`config.mk`:
```
export PLATFORM = sky130hd
export DESIGN_NAME = mb_io_master_flat
export DESIGN_NICKNAME = d
export VERILOG_FILES = /design/src/rtl/mb_io_master_if.sv /design/src/rtl/mb_io_master.sv /design/src/flat_wrapper.sv
export SDC_FILE = /design/constraint.sdc
export NUM_CORES = 1
export LEC_CHECK = 0
export BUFFER_PORTS_ARGS = -buffer_cell sky130_fd_sc_hd__buf_2
export CAP_MARGIN = 25
export CORE_ASPECT_RATIO = 0.5
export CORE_UTILIZATION = 40
export DETAILED_ROUTE_END_ITERATION = 6
export GPL_ROUTABILITY_DRIVEN = 0
export HOLD_SLACK_MARGIN = 0.15
export MAX_ROUTING_LAYER = met4
export PLACE_DENSITY = 0.69
export SYNTH_ARGS = -nofsm -noshare
export SYNTH_HDL_FRONTEND = slang
export SYNTH_SLANG_ARGS = --single-unit
```
`constraint.sdc`:
```
create_clock -name clk -period 2.75 [get_ports clk]
set_input_delay 0.1375 -clock clk [delete_from_list [all_inputs] [get_ports clk]]
set_output_delay 0.1375 -clock clk [all_outputs]
set_load 0.05 [all_outputs]
```
`src/rtl/mb_io_master_if.sv`:
```
// Command/response and MicroBlaze MCS IO bus signals seen by the IO bus initiator.
// The master modport is the initiator; the slave modport is the requester/IO-slave side.
interface mb_io_master_if;
    logic        cmd_valid;
    logic        cmd_ready;
    logic        cmd_write;
    logic [31:0] cmd_addr;
    logic [3:0]  cmd_be;
    logic [31:0] cmd_wdata;
    logic        rsp_valid;
    logic [31:0] rsp_rdata;
    logic        rsp_err;
    logic        IO_Addr_Strobe;
    logic        IO_Read_Strobe;
    logic        IO_Write_Strobe;
    logic [31:0] IO_Address;
    logic [3:0]  IO_Byte_Enable;
    logic [31:0] IO_Write_Data;
    logic [31:0] IO_Read_Data;
    logic        IO_Ready;

    modport master (
        input  cmd_valid, cmd_write, cmd_addr, cmd_be, cmd_wdata,
        input  IO_Read_Data, IO_Ready,
        output cmd_ready, rsp_valid, rsp_rdata, rsp_err,
        output IO_Addr_Strobe, IO_Read_Strobe, IO_Write_Strobe,
        output IO_Address, IO_Byte_Enable, IO_Write_Data
    );

    modport slave (
        output cmd_valid, cmd_write, cmd_addr, cmd_be, cmd_wdata,
        output IO_Read_Data, IO_Ready,
        input  cmd_ready, rsp_valid, rsp_rdata, rsp_err,
        input  IO_Addr_Strobe, IO_Read_Strobe, IO_Write_Strobe,
        input  IO_Address, IO_Byte_Enable, IO_Write_Data
    );
endinterface

```
`src/rtl/mb_io_master.sv`:
```
// MCS IO bus initiator: turns single-word commands into one strobed IO transaction
// and returns read data, or an error when the slave never answers.
module mb_io_master #(
    parameter int TIMEOUT = 16,
    parameter int CNT_W   = 8
) (
    input  logic           clk,
    input  logic           reset,
    mb_io_master_if.master bus
);

    typedef enum logic [1:0] {
        ST_IDLE,
        ST_STROBE,
        ST_WAIT,
        ST_RESP
    } state_t;

    localparam logic [CNT_W-1:0] LP_CNT_LAST = (TIMEOUT > 0) ? CNT_W'(TIMEOUT - 1) : '0;
    localparam bit               LP_TMO_EN   = (TIMEOUT != 0);

    state_t           r_state;
    logic             r_write;
    logic [CNT_W-1:0] r_cnt;
    logic             r_cmd_ready;
    logic             r_rsp_valid;
    logic [31:0]      r_rsp_rdata;
    logic             r_rsp_err;
    logic             r_addr_strobe;
    logic             r_read_strobe;
    logic             r_write_strobe;
    logic [31:0]      r_address;
    logic [3:0]       r_byte_enable;
    logic [31:0]      r_write_data;

    logic             w_timeout;
    logic [31:0]      w_ready_rdata;

    // The counter is checked before its increment, so the last WAIT cycle sees TIMEOUT-1.
    assign w_timeout     = LP_TMO_EN && (r_cnt == LP_CNT_LAST);
    assign w_ready_rdata = r_write ? 32'h0 : bus.IO_Read_Data;

    always_ff @(posedge clk or negedge reset) begin
        if (!reset) begin
            r_state        <= ST_IDLE;
            r_write        <= 1'b0;
            r_cnt          <= '0;
            r_cmd_ready    <= 1'b1;
            r_rsp_valid    <= 1'b0;
            r_rsp_rdata    <= 32'h0;
            r_rsp_err      <= 1'b0;
            r_addr_strobe  <= 1'b0;
            r_read_strobe  <= 1'b0;
            r_write_strobe <= 1'b0;
            r_address      <= 32'h0;
            r_byte_enable  <= 4'h0;
            r_write_data   <= 32'h0;
        end else begin
            case (r_state)
                ST_IDLE: begin
                    if (bus.cmd_valid) begin
                        r_write        <= bus.cmd_write;
                        r_address      <= bus.cmd_addr;
                        r_byte_enable  <= bus.cmd_be;
                        r_write_data   <= bus.cmd_wdata;
                        r_cmd_ready    <= 1'b0;
                        r_addr_strobe  <= 1'b1;
                        r_read_strobe  <= ~bus.cmd_write;
                        r_write_strobe <= bus.cmd_write;
                        r_state        <= ST_STROBE;
                    end
                end

                ST_STROBE: begin
                    r_addr_strobe  <= 1'b0;
                    r_read_strobe  <= 1'b0;
                    r_write_strobe <= 1'b0;
                    r_cnt          <= '0;
                    if (bus.IO_Ready) begin
                        r_rsp_valid <= 1'b1;
                        r_rsp_rdata <= w_ready_rdata;
                        r_rsp_err   <= 1'b0;
                        r_state     <= ST_RESP;
                    end else begin
                        r_state     <= ST_WAIT;
                    end
                end

                ST_WAIT: begin
                    r_cnt <= r_cnt + 1'b1;
                    // A slave answer in the final cycle still wins over the timeout.
                    if (bus.IO_Ready) begin
                        r_rsp_valid <= 1'b1;
                        r_rsp_rdata <= w_ready_rdata;
                        r_rsp_err   <= 1'b0;
                        r_state     <= ST_RESP;
                    end else if (w_timeout) begin
                        r_rsp_valid <= 1'b1;
                        r_rsp_rdata <= 32'h0;
                        r_rsp_err   <= 1'b1;
                        r_state     <= ST_RESP;
                    end
                end

                ST_RESP: begin
                    r_rsp_valid <= 1'b0;
                    r_rsp_rdata <= 32'h0;
                    r_rsp_err   <= 1'b0;
                    r_cnt       <= '0;
                    r_cmd_ready <= 1'b1;
                    r_state     <= ST_IDLE;
                end

                default: begin
                    r_cmd_ready <= 1'b1;
                    r_state     <= ST_IDLE;
                end
            endcase
        end
    end

    assign bus.cmd_ready       = r_cmd_ready;
    assign bus.rsp_valid       = r_rsp_valid;
    assign bus.rsp_rdata       = r_rsp_rdata;
    assign bus.rsp_err         = r_rsp_err;
    assign bus.IO_Addr_Strobe  = r_addr_strobe;
    assign bus.IO_Read_Strobe  = r_read_strobe;
    assign bus.IO_Write_Strobe = r_write_strobe;
    assign bus.IO_Address      = r_address;
    assign bus.IO_Byte_Enable  = r_byte_enable;
    assign bus.IO_Write_Data   = r_write_data;

endmodule

```
`src/flat_wrapper.sv`:
```
// flat-port wrapper written by rule: the top's interface ports become plain ports
module mb_io_master_flat 
#(
    parameter int TIMEOUT = 16,
    parameter int CNT_W   = 8
)
  (clk, reset, bus_cmd_valid, bus_cmd_write, bus_cmd_addr, bus_cmd_be, bus_cmd_wdata, bus_IO_Read_Data, bus_IO_Ready, bus_cmd_ready, bus_rsp_valid, bus_rsp_rdata, bus_rsp_err, bus_IO_Addr_Strobe, bus_IO_Read_Strobe, bus_IO_Write_Strobe, bus_IO_Address, bus_IO_Byte_Enable, bus_IO_Write_Data);
  mb_io_master_if bus_i ();
  input  logic clk;
  input  logic reset;
  input wire logic [$bits(bus_i.cmd_valid)-1:0] bus_cmd_valid;
  input wire logic [$bits(bus_i.cmd_write)-1:0] bus_cmd_write;
  input wire logic [$bits(bus_i.cmd_addr)-1:0] bus_cmd_addr;
  input wire logic [$bits(bus_i.cmd_be)-1:0] bus_cmd_be;
  input wire logic [$bits(bus_i.cmd_wdata)-1:0] bus_cmd_wdata;
  input wire logic [$bits(bus_i.IO_Read_Data)-1:0] bus_IO_Read_Data;
  input wire logic [$bits(bus_i.IO_Ready)-1:0] bus_IO_Ready;
  output wire logic [$bits(bus_i.cmd_ready)-1:0] bus_cmd_ready;
  output wire logic [$bits(bus_i.rsp_valid)-1:0] bus_rsp_valid;
  output wire logic [$bits(bus_i.rsp_rdata)-1:0] bus_rsp_rdata;
  output wire logic [$bits(bus_i.rsp_err)-1:0] bus_rsp_err;
  output wire logic [$bits(bus_i.IO_Addr_Strobe)-1:0] bus_IO_Addr_Strobe;
  output wire logic [$bits(bus_i.IO_Read_Strobe)-1:0] bus_IO_Read_Strobe;
  output wire logic [$bits(bus_i.IO_Write_Strobe)-1:0] bus_IO_Write_Strobe;
  output wire logic [$bits(bus_i.IO_Address)-1:0] bus_IO_Address;
  output wire logic [$bits(bus_i.IO_Byte_Enable)-1:0] bus_IO_Byte_Enable;
  output wire logic [$bits(bus_i.IO_Write_Data)-1:0] bus_IO_Write_Data;
  assign bus_i.cmd_valid = bus_cmd_valid;
  assign bus_i.cmd_write = bus_cmd_write;
  assign bus_i.cmd_addr = bus_cmd_addr;
  assign bus_i.cmd_be = bus_cmd_be;
  assign bus_i.cmd_wdata = bus_cmd_wdata;
  assign bus_i.IO_Read_Data = bus_IO_Read_Data;
  assign bus_i.IO_Ready = bus_IO_Ready;
  assign bus_cmd_ready = bus_i.cmd_ready;
  assign bus_rsp_valid = bus_i.rsp_valid;
  assign bus_rsp_rdata = bus_i.rsp_rdata;
  assign bus_rsp_err = bus_i.rsp_err;
  assign bus_IO_Addr_Strobe = bus_i.IO_Addr_Strobe;
  assign bus_IO_Read_Strobe = bus_i.IO_Read_Strobe;
  assign bus_IO_Write_Strobe = bus_i.IO_Write_Strobe;
  assign bus_IO_Address = bus_i.IO_Address;
  assign bus_IO_Byte_Enable = bus_i.IO_Byte_Enable;
  assign bus_IO_Write_Data = bus_i.IO_Write_Data;
  mb_io_master #(.TIMEOUT(TIMEOUT), .CNT_W(CNT_W)) u_core (.clk(clk), .reset(reset), .bus(bus_i));
endmodule
```
==> run metrics, run 1 <==
outcome completed; final hold violation count 0; DIE HEIGHT 78.1 µm; FF-to-FF setup slack 400 ps; Post-synth top flop dfrtp_1; Final Cell Area 7530 µm²; hold_buf cts 105; Max Slew Vio Count 0; die area approximately 12000 µm²; DRT met1 WL 4910 µm; global route overflow 0; CP required 3020 ps; Routed Antenna Nets 0; Max-Slew Margin vs Limit 50.7%; CORE AREA 11100 µm²; clock insertion delay at the later pin of the skew report about 400 ps; clk buf depth 2; crit path max fanout 66; CTS tree yes; Critical Path End Type flip-flop; slew at the pin closest to its max-slew limit 739 ps; EDFF count, synth 0; Root Buffer clkbuf_16; number of antenna violations at the first check in global routing 0; max_cap viols 0; total CTS buffers 17; post-synthesis instance total 318; CP Launch Type flip-flop; fillers 765; routed wire length 12700 µm; P_sw 0.00500 W; Layout Skew ~5.2 ps; dpl hpwl 7410 µm; Synth Net Count 429; fin crit share between 80% and 90%; Sw Share a little under half; Area Overhead vs Synth 62.7%; Pleak 3.68 nW; RSZ-0062 raised after global routing no; Mapped Area 4630 µm²; via-per-instance ratio approximately 4.8; CP Data Arrival Time 2620 ps; Pre-antenna DRT Iters 4; syn_area_per_cell around 15 µm²; number of global-route vias before repair 4118; CTS resizes 0; leading cell type in the layout, fill and taps excluded buf_2; critical setup path kind reg2reg; synthesized flop and latch total 117; GRT Total Usage 22.9%; Pint around 0.0058 W; max layer used met4; I/O Pins 211; Clock transition at path regs 50 ps; Power Density between 1000 and 1500 nW/µm²; Starting Density 41.6%; Via Count 3857; Core Rows 27; FF-to-FF End u_core.bus.IO_Read_Strobe; Peak VDD IR slightly above 0.7 mV; largest net degree at the start of global routing 67; H-tree Lvls 4; Seq pwr share 27.0%; DR WL met3 399 µm; max frequency 0.426 GHz; endpoints failing setup 0; most frequent cells in the layout buf_2 (209), dfrtp_1 (116), dlygate4sd3_1 (105), mux2_2 (69), a32o_1 (32); postcts setup bufs 0; count of cell types in the netlist 35; worst r2r path cells 8; Final nets 750; met2 wire length 6940 µm; Clock Sinks 117; ant diodes 0; Post-DP Area 5830 µm²; DRC 0; TNS Setup 0 ps; Gate power share 50.5%; Hold Crit Class in2async; first-pass GRT wire length approximately 21000 µm; ys async rst share 100%; Synthesis Warnings 0; Clk pwr share roughly 23%; DR WL/cell 16.0 µm; min Tclk post-route 2350 ps; sequential share of the synthesized area 63.3%; Buffers on Ports 210; Die Span X 154 µm; share of cells above drive strength 1 49.1%; violation count after the first detailed-route iteration 215; reg2reg start u_core.r_state[0]
## registers in the layout (all words and copies together) (netlist names)
| signal | count |
|---|---|
| u_core.r_write | 1 |
| u_core.bus.rsp_rdata | 32 |
| u_core.bus.cmd_ready | 1 |
| u_core.bus.IO_Write_Strobe | 1 |
| u_core.bus.IO_Address | 32 |
| u_core.bus.IO_Write_Data | 32 |
| u_core.bus.rsp_valid | 1 |
| u_core.bus.IO_Byte_Enable | 4 |
| u_core.r_cnt | 8 |
| u_core.r_state | 2 |
| u_core.bus.IO_Read_Strobe | 1 |
| u_core.bus.IO_Addr_Strobe | 1 |
| u_core.bus.rsp_err | 1 |
## critical path, stage by stage, from the launching register on
cell           delay [ps]
dfrtp_1               440
inv_1                 110
ha_1                  280
nand2_2               180
buf_12                340
nor2_1                 70
a21oi_1               120
o21ai_0                90
dlygate4sd3_1         580
## kinds of logic after synthesis
group / after synthesis / share of synthesized area (%)
AOI/OAI and AO/OA: 54 / 9.84
adders and majority gates: 6 / 1.62
and+or+nand+nor: 41 / 4.43
DFF: 117 / 63.3
buffers and inverters: 26 / 3.08
muxes: 69 / 16.8
xor gates and xnor gates: 5 / 0.946
## area by class of cell
type / count / area [µm²] / area share (%)
Sequential cell: 117 / 2930 / 38.9
Timing Repair Buffer: 322 / 2180 / 29.0
Multi-Input combinational cell: 175 / 1560 / 20.8
Clock buffer: 23 / 478 / 6.35
Tap cell: 145 / 181 / 2.41
Clock inverter: 9 / 173 / 2.29
Inverter: 6 / 22.5 / 0.299
## through the flow
step / instances / total power, W / hold WS (ps) / utilization (%) / setup WS [ps]
after global placement: 660 / 0.00810 / 246 / 52.4 / 699
after CTS: 797 / 0.0108 / 365 / 67.7 / 416
after floorplan: 318 / 0.00704 / -158 / - / 713
final: 797 / 0.0108 / 328 / 67.7 / 404
after detailed placement: 660 / 0.00820 / 239 / 52.4 / 680
after global routing: 797 / 0.0113 / 418 / 67.7 / 180
## power by group through the flow
| stage | registers [W] | logic (W) | clock network [W] |
|---|---|---|---|
| floorplan | 0.00543 | 0.00161 | 0 |
| global placement | 0.00287 | 0.00524 | 0 |
| detailed placement | 0.00290 | 0.00530 | 0 |
| CTS | 0.00289 | 0.00544 | 0.00247 |
| global route | 0.00301 | 0.00570 | 0.00255 |
| finish | 0.00291 | 0.00545 | 0.00242 |
## cell usage after synthesis (3+ instances only)
| cell | n | share of area [%] |
|---|---|---|
| buf_1 | 3 | 0.24 |
| buf_8 | 3 | 0.97 |
| nand2_1 | 11 | 0.89 |
| clkbuf_1 | 10 | 0.81 |
| a21oi_1 | 6 | 0.65 |
| mux2_2 | 69 | 17 |
| dfrtp_1 | 116 | 63 |
| nor2b_1 | 4 | 0.54 |
| a32o_1 | 32 | 6.9 |
| nor2_1 | 12 | 0.97 |
| o21ai_0 | 8 | 0.87 |
| ha_1 | 6 | 1.6 |
| inv_1 | 6 | 0.49 |
| nor4_1 | 3 | 0.41 |
| xnor2_1 | 4 | 0.76 |
## worst max-delay path by stage
stage | startpoint | end | slack [ps] | cells past startpoint
3_5_place_dp | u_core.r_cnt[5] | u_core.bus.rsp_rdata[27] | 680 | 5
2_1_floorplan | u_core.r_cnt[5] | u_core.bus.rsp_rdata[0] | 710 | 6
6_report | u_core.r_state[0] | u_core.bus.IO_Read_Strobe | 400 | 8
3_3_place_gp | u_core.r_cnt[5] | u_core.bus.rsp_rdata[7] | 700 | 5
4_1_cts | u_core.r_state[0] | u_core.bus.IO_Read_Strobe | 420 | 8
5_1_grt | u_core.r_state[0] | u_core.bus.IO_Read_Strobe | 180 | 8
## routing by layer
metal	track usage (%)	up-vias
li1	-	1816
met1	24.5	1880
met2	40.9	118
met3	4.09	43
met4	13.1	0
met5	-	-
Power figures use the tool's default switching activity.
==> run 2: changes to the inputs <==
CORE_UTILIZATION = 45   (was 40)
PLACE_DENSITY = 0.76   (was 0.69)
==> run 2 against run 1 <==
  * Via count grew 4.3%
  * Die area shrank 11%
  * Final cell count shrank 1.3%
  * First-iteration DRC count grew 0.93%
  * Largest cell class unchanged
==> run metrics, run 2 (synthesis results as in run 1) <==
final hold violation count 0 (unchanged); share of cells above drive strength 1 49.4% (was 49.1%); Max-Slew Margin vs Limit 59.0% (was 50.7%); CP Launch Type flip-flop (unchanged); TNS Setup 0 ps (unchanged); Clock Sinks 117 (unchanged); GRT Total Usage 27.6% (was 22.9%); via-per-instance ratio 5.11 (was 4.84); number of antenna violations at the first check in global routing 0 (unchanged); critical setup path kind reg2reg (unchanged); Die Span X 145 µm (was 154 µm); Buffers on Ports 210 (unchanged); Pwr Total 0.0110 W (was 0.0108 W); max frequency 0.412 GHz (was 0.426 GHz); Pre-antenna DRT Iters 4 (unchanged); I/O Pins 211 (unchanged); Peak VDD IR 0.814 mV (was 0.711 mV); FF-to-FF setup slack 320 ps (was 400 ps); Hold Crit Class in2async (unchanged); Final nets 750 (unchanged); Routed Antenna Nets 0 (unchanged); CTS tree yes (unchanged); Core Rows 25 (was 27); slew at the pin closest to its max-slew limit 615 ps (was 739 ps); H-tree Lvls 4 (unchanged); CP Data Arrival Time 2710 ps (was 2620 ps); Clock transition at path regs 60 ps (was 50 ps); Starting Density 47.7% (was 41.6%); fin crit share 88.2% (was 85.3%); min Tclk post-route 2430 ps (was 2350 ps); Max Slew Vio Count 0 (unchanged); first-pass GRT wire length 21600 µm (was 20600 µm); crit path max fanout 40 (was 66); violation count after the first detailed-route iteration 217 (was 215); leading cell type in the layout, fill and taps excluded buf_2 (unchanged); CORE AREA 9700 µm² (was 11100 µm²); fillers 575 (was 765); outcome completed (unchanged); ant diodes 0 (unchanged); Final Cell Area 7540 µm² (was 7530 µm²); DRC 0 (unchanged); dpl hpwl 7400 µm (was 7410 µm); total CTS buffers 17 (unchanged); die area 10700 µm² (was 12000 µm²); Pleak 3.68 nW (about the same); RSZ-0062 raised after global routing no (unchanged); clock insertion delay at the later pin of the skew report 410 ps (was 400 ps); number of global-route vias before repair 4316 (was 4118); Root Buffer clkbuf_16 (unchanged); max_cap viols 0 (unchanged); Area Overhead vs Synth 62.9% (was 62.7%); largest net degree at the start of global routing 49 (was 67); DIE HEIGHT 73.7 µm (was 78.1 µm); DR WL/cell 17.4 µm (was 16.0 µm); CP required 3040 ps (was 3020 ps); most frequent cells in the layout buf_2 (209), dfrtp_1 (116), dlygate4sd3_1 (105), mux2_2 (69), a32o_1 (32) (unchanged); Layout Skew 8.22 ps (was 5.23 ps); clk buf depth 2 (unchanged); Critical Path End Type flip-flop (unchanged); global route overflow 0 (unchanged); endpoints failing setup 0 (unchanged); routed wire length 13700 µm (was 12700 µm); Post-DP Area 5820 µm² (was 5830 µm²); Power Density 1450 nW/µm² (was 1430 nW/µm²); Via Count 4024 (was 3857)
## run 2: cell types whose count changed in the layout (fill, tap and decap cells not counted), sizes merged
| cell | before | now |
|---|---|---|
| bufinv | 5 | 6 |
| clkinvlp | 1 | 2 |
| inv | 6 | 7 |
| clkbuf | 23 | 19 |
| clkinv | 3 | 4 |
## run 2: through the flow
step / hold WS [ps] / instances / setup WS [ps] / util [%]
after floorplan: -158 / 318 / 713 / -
after global placement: 197 / 650 / 664 / 60.0
after detailed placement: 205 / 650 / 619 / 60.0
after CTS: 314 / 787 / 443 / 77.7
after global routing: 365 / 787 / 182 / 77.7
final: 313 / 787 / 324 / 77.7
## run 2: worst paths after layout
kind                                 startpoint                        end  cells after the start
setup / recovery              u_core.r_state[0]  u_core.bus.IO_Read_Strobe                      8
min in group clk            bus_IO_Read_Data[1]    u_core.bus.rsp_rdata[1]                      3
max in group asynchronous                 reset   u_core.bus.rsp_rdata[15]                      3
setup reg to reg              u_core.r_state[0]  u_core.bus.IO_Read_Strobe                      8
hold / removal                            reset  u_core.bus.IO_Address[31]                      2
hold reg to reg            u_core.bus.cmd_ready       u_core.bus.cmd_ready                      2
## run 2: per-layer routing
layer / track usage (%) / share of wire [%] / up-vias
met5: - / 0 / -
met4: 15.6 / 3.8 / 0
met3: 6.96 / 4.4 / 44
met2: 49.5 / 54 / 163
met1: 28.7 / 38 / 2002
li1: - / - / 1815
## run 2: timing repair
item                      in CTS  in global routing
buffers inserted               0                  0
gates resized for setup        0                  0
hold endpoints to repair     152                  0
hold buffers                 105                  0
## run 2: power by group
group          switching, W  internal [W]  total, W
clock network      0.000804       0.00172   0.00253
registers          0.000446       0.00251   0.00295
logic               0.00389       0.00158   0.00548
## run 2: cell type report
cell class / count / area [µm²] / share of cell area (%)
Inverter: 6 / 22.5 / 0.299
Multi-Input combinational cell: 175 / 1560 / 20.8
Clock inverter: 13 / 228 / 3.02
Tap cell: 135 / 169 / 2.24
Clock buffer: 19 / 443 / 5.88
Sequential cell: 117 / 2930 / 38.9
Timing Repair Buffer: 322 / 2180 / 29.0
## run 2: critical path, stage by stage (launching register included)
cell,delay [ps]
dfrtp_1,430
inv_1,110
ha_1,280
nand2_2,90
buf_4,430
nor2_1,80
a21oi_1,170
o21ai_0,110
dlygate4sd3_1,580
==> run 3: changes to the inputs <==
REMOVE_ABC_BUFFERS = 1   (was not set)
==> run 3 against run 2 <==
  * Register-to-register slack better by 290 ps
  * Clock power down 14%
  * Worst setup slack better by 290 ps
  * Sequential power about the same
  * Via count down 2.2%
  * Design area down 1.3%
  * Die area unchanged
  * Core utilization down 1.0 points
  * First-iteration DRC count down 8.8%
  * Sequential share of layout area up 0.51 points
  * Critical path depth down 3
==> run metrics, run 3 (synthesis results as in run 1) <==
outcome completed (unchanged); Via Count 3936 (was 4024); Clock Sinks 117 (unchanged); postcts setup bufs 0 (unchanged); largest net degree at the start of global routing 66 (was 49); Routed Antenna Nets 0 (unchanged); Pleak 3.65 nW (was 3.68 nW); RSZ-0062 raised after global routing no (unchanged); Peak VDD IR 0.885 mV (was 0.814 mV); Critical Path End Type flip-flop (unchanged); Buffers on Ports 210 (unchanged); DRC 0 (unchanged); final core utilization 76.7% (was 77.7%); share of cells above drive strength 1 49.3% (was 49.4%); total CTS buffers 17 (unchanged); Seq pwr share 27.8% (was 27.0%); min Tclk post-route 2130 ps (was 2430 ps); DIE HEIGHT 73.7 µm (unchanged); Pre-antenna DRT Iters 4 (unchanged); Post-DP Area 5800 µm² (was 5820 µm²); CORE AREA 9700 µm² (unchanged); leading cell type in the layout, fill and taps excluded buf_2 (unchanged); routed wire length 13300 µm (was 13700 µm); Starting Density 47.7% (unchanged); most frequent cells in the layout buf_2 (209), dfrtp_1 (116), dlygate4sd3_1 (105), mux2_2 (69), a32o_1 (32) (unchanged); clk buf depth 2 (unchanged); Final nets 750 (unchanged); Power Density 1420 nW/µm² (was 1450 nW/µm²); Core Rows 25 (unchanged); dpl hpwl 7300 µm (was 7400 µm); DR WL/cell 16.9 µm (was 17.4 µm); CTS resizes 0 (unchanged); number of antenna violations at the first check in global routing 0 (unchanged); GRT Total Usage 26.1% (was 27.6%); fin crit share 77.6% (was 88.2%); slew at the pin closest to its max-slew limit 626 ps (was 615 ps); Clk pwr share 20.6% (was 23.1%); number of global-route vias before repair 4112 (was 4316); Hold Crit Class in2async (unchanged); H-tree Lvls 4 (unchanged); max frequency 0.468 GHz (was 0.412 GHz); first-pass GRT wire length 20500 µm (was 21600 µm); Max Slew Vio Count 0 (unchanged); I/O Pins 211 (unchanged); die area 10700 µm² (unchanged); violation count after the first detailed-route iteration 198 (was 217); clock insertion delay at the later pin of the skew report 400 ps (was 410 ps); Root Buffer clkbuf_16 (unchanged); Clock transition at path regs 50 ps (was 60 ps); endpoints failing setup 0 (unchanged); P_sw 0.00503 W (was 0.00514 W); ant diodes 0 (unchanged); final hold slack 353 ps (was 313 ps); via-per-instance ratio 5.01 (was 5.11); Max-Slew Margin vs Limit 58.3% (was 59.0%); Pint 0.00550 W (was 0.00581 W); reg2reg start u_core.r_cnt[5] (was u_core.r_state[0]); max_cap viols 0 (unchanged); CP Launch Point u_core.r_cnt[5] (was u_core.r_state[0]); Layout Skew 6.04 ps (was 8.22 ps); Area Overhead vs Synth 60.7% (was 62.9%); CP Data Arrival Time 2420 ps (was 2710 ps); critical setup path kind reg2reg (unchanged); final hold violation count 0 (unchanged); CP required 3030 ps (was 3040 ps); crit path max fanout 33 (was 40); CP Launch Type flip-flop (unchanged); global route overflow 0 (unchanged); Sw Share 47.8% (was 46.9%); Die Span X 145 µm (unchanged); CTS tree yes (unchanged); hold_buf cts 105 (unchanged); Final Cell Area 7440 µm² (was 7540 µm²); Gate power share 51.6% (was 50.0%)
## run 3: final cells by class
type	count	area, µm²
tap	135	169
timing repair buffer	322	2170
multi-input combinational	175	1560
sequential	117	2930
clock inverter	9	101
inverter	6	22.5
clock buffer	22	484
fill	593	2260
## run 3: worst max-delay path, cell delays in order (launching register included)
cell and delay, ps:
dfrtp_1 420, or4_4 560, o21a_1 200, or3_1 300, buf_4 250, a32o_1 300
## run 3: through the flow
step,total power (W),instances,worst slack (ps),TNS (ps)
final,0.0105,786,615,0
after global routing,0.0110,786,473,0
after CTS,0.0105,786,625,0
after detailed placement,0.00818,650,630,0
after global placement,0.00807,650,668,0
after floorplan,0.00688,298,-1150,-39850
## run 3: final timing paths
check                                               end  slack (ps)  cells past startpoint
setup reg to reg               u_core.bus.rsp_rdata[28]         620                      5
min in group clk               u_core.bus.rsp_rdata[15]         490                      3
setup / recovery               u_core.bus.rsp_rdata[28]         620                      5
max in group asynchronous          u_core.bus.cmd_ready        1610                      3
hold reg to reg               u_core.bus.IO_Address[30]         500                      1
hold / removal             u_core.bus.IO_Write_Data[22]         350                      2
## run 3: power groups by stage
stage | sequential, W | combinational, W | clock, W
detailed placement | 0.00290 | 0.00527 | 0
global route | 0.00302 | 0.00567 | 0.00228
finish | 0.00293 | 0.00543 | 0.00217
floorplan | 0.00543 | 0.00145 | 0
global placement | 0.00287 | 0.00520 | 0
CTS | 0.00289 | 0.00541 | 0.00219
## run 3: metal layers
layer  routed length [µm]  part of all wire (%)  track usage (%)
met5                    0                     0                -
met4                  415                   3.1             14.4
met3                  553                   4.2             5.96
met2                 7050                    53             47.1
met1                 5270                    40             27.4
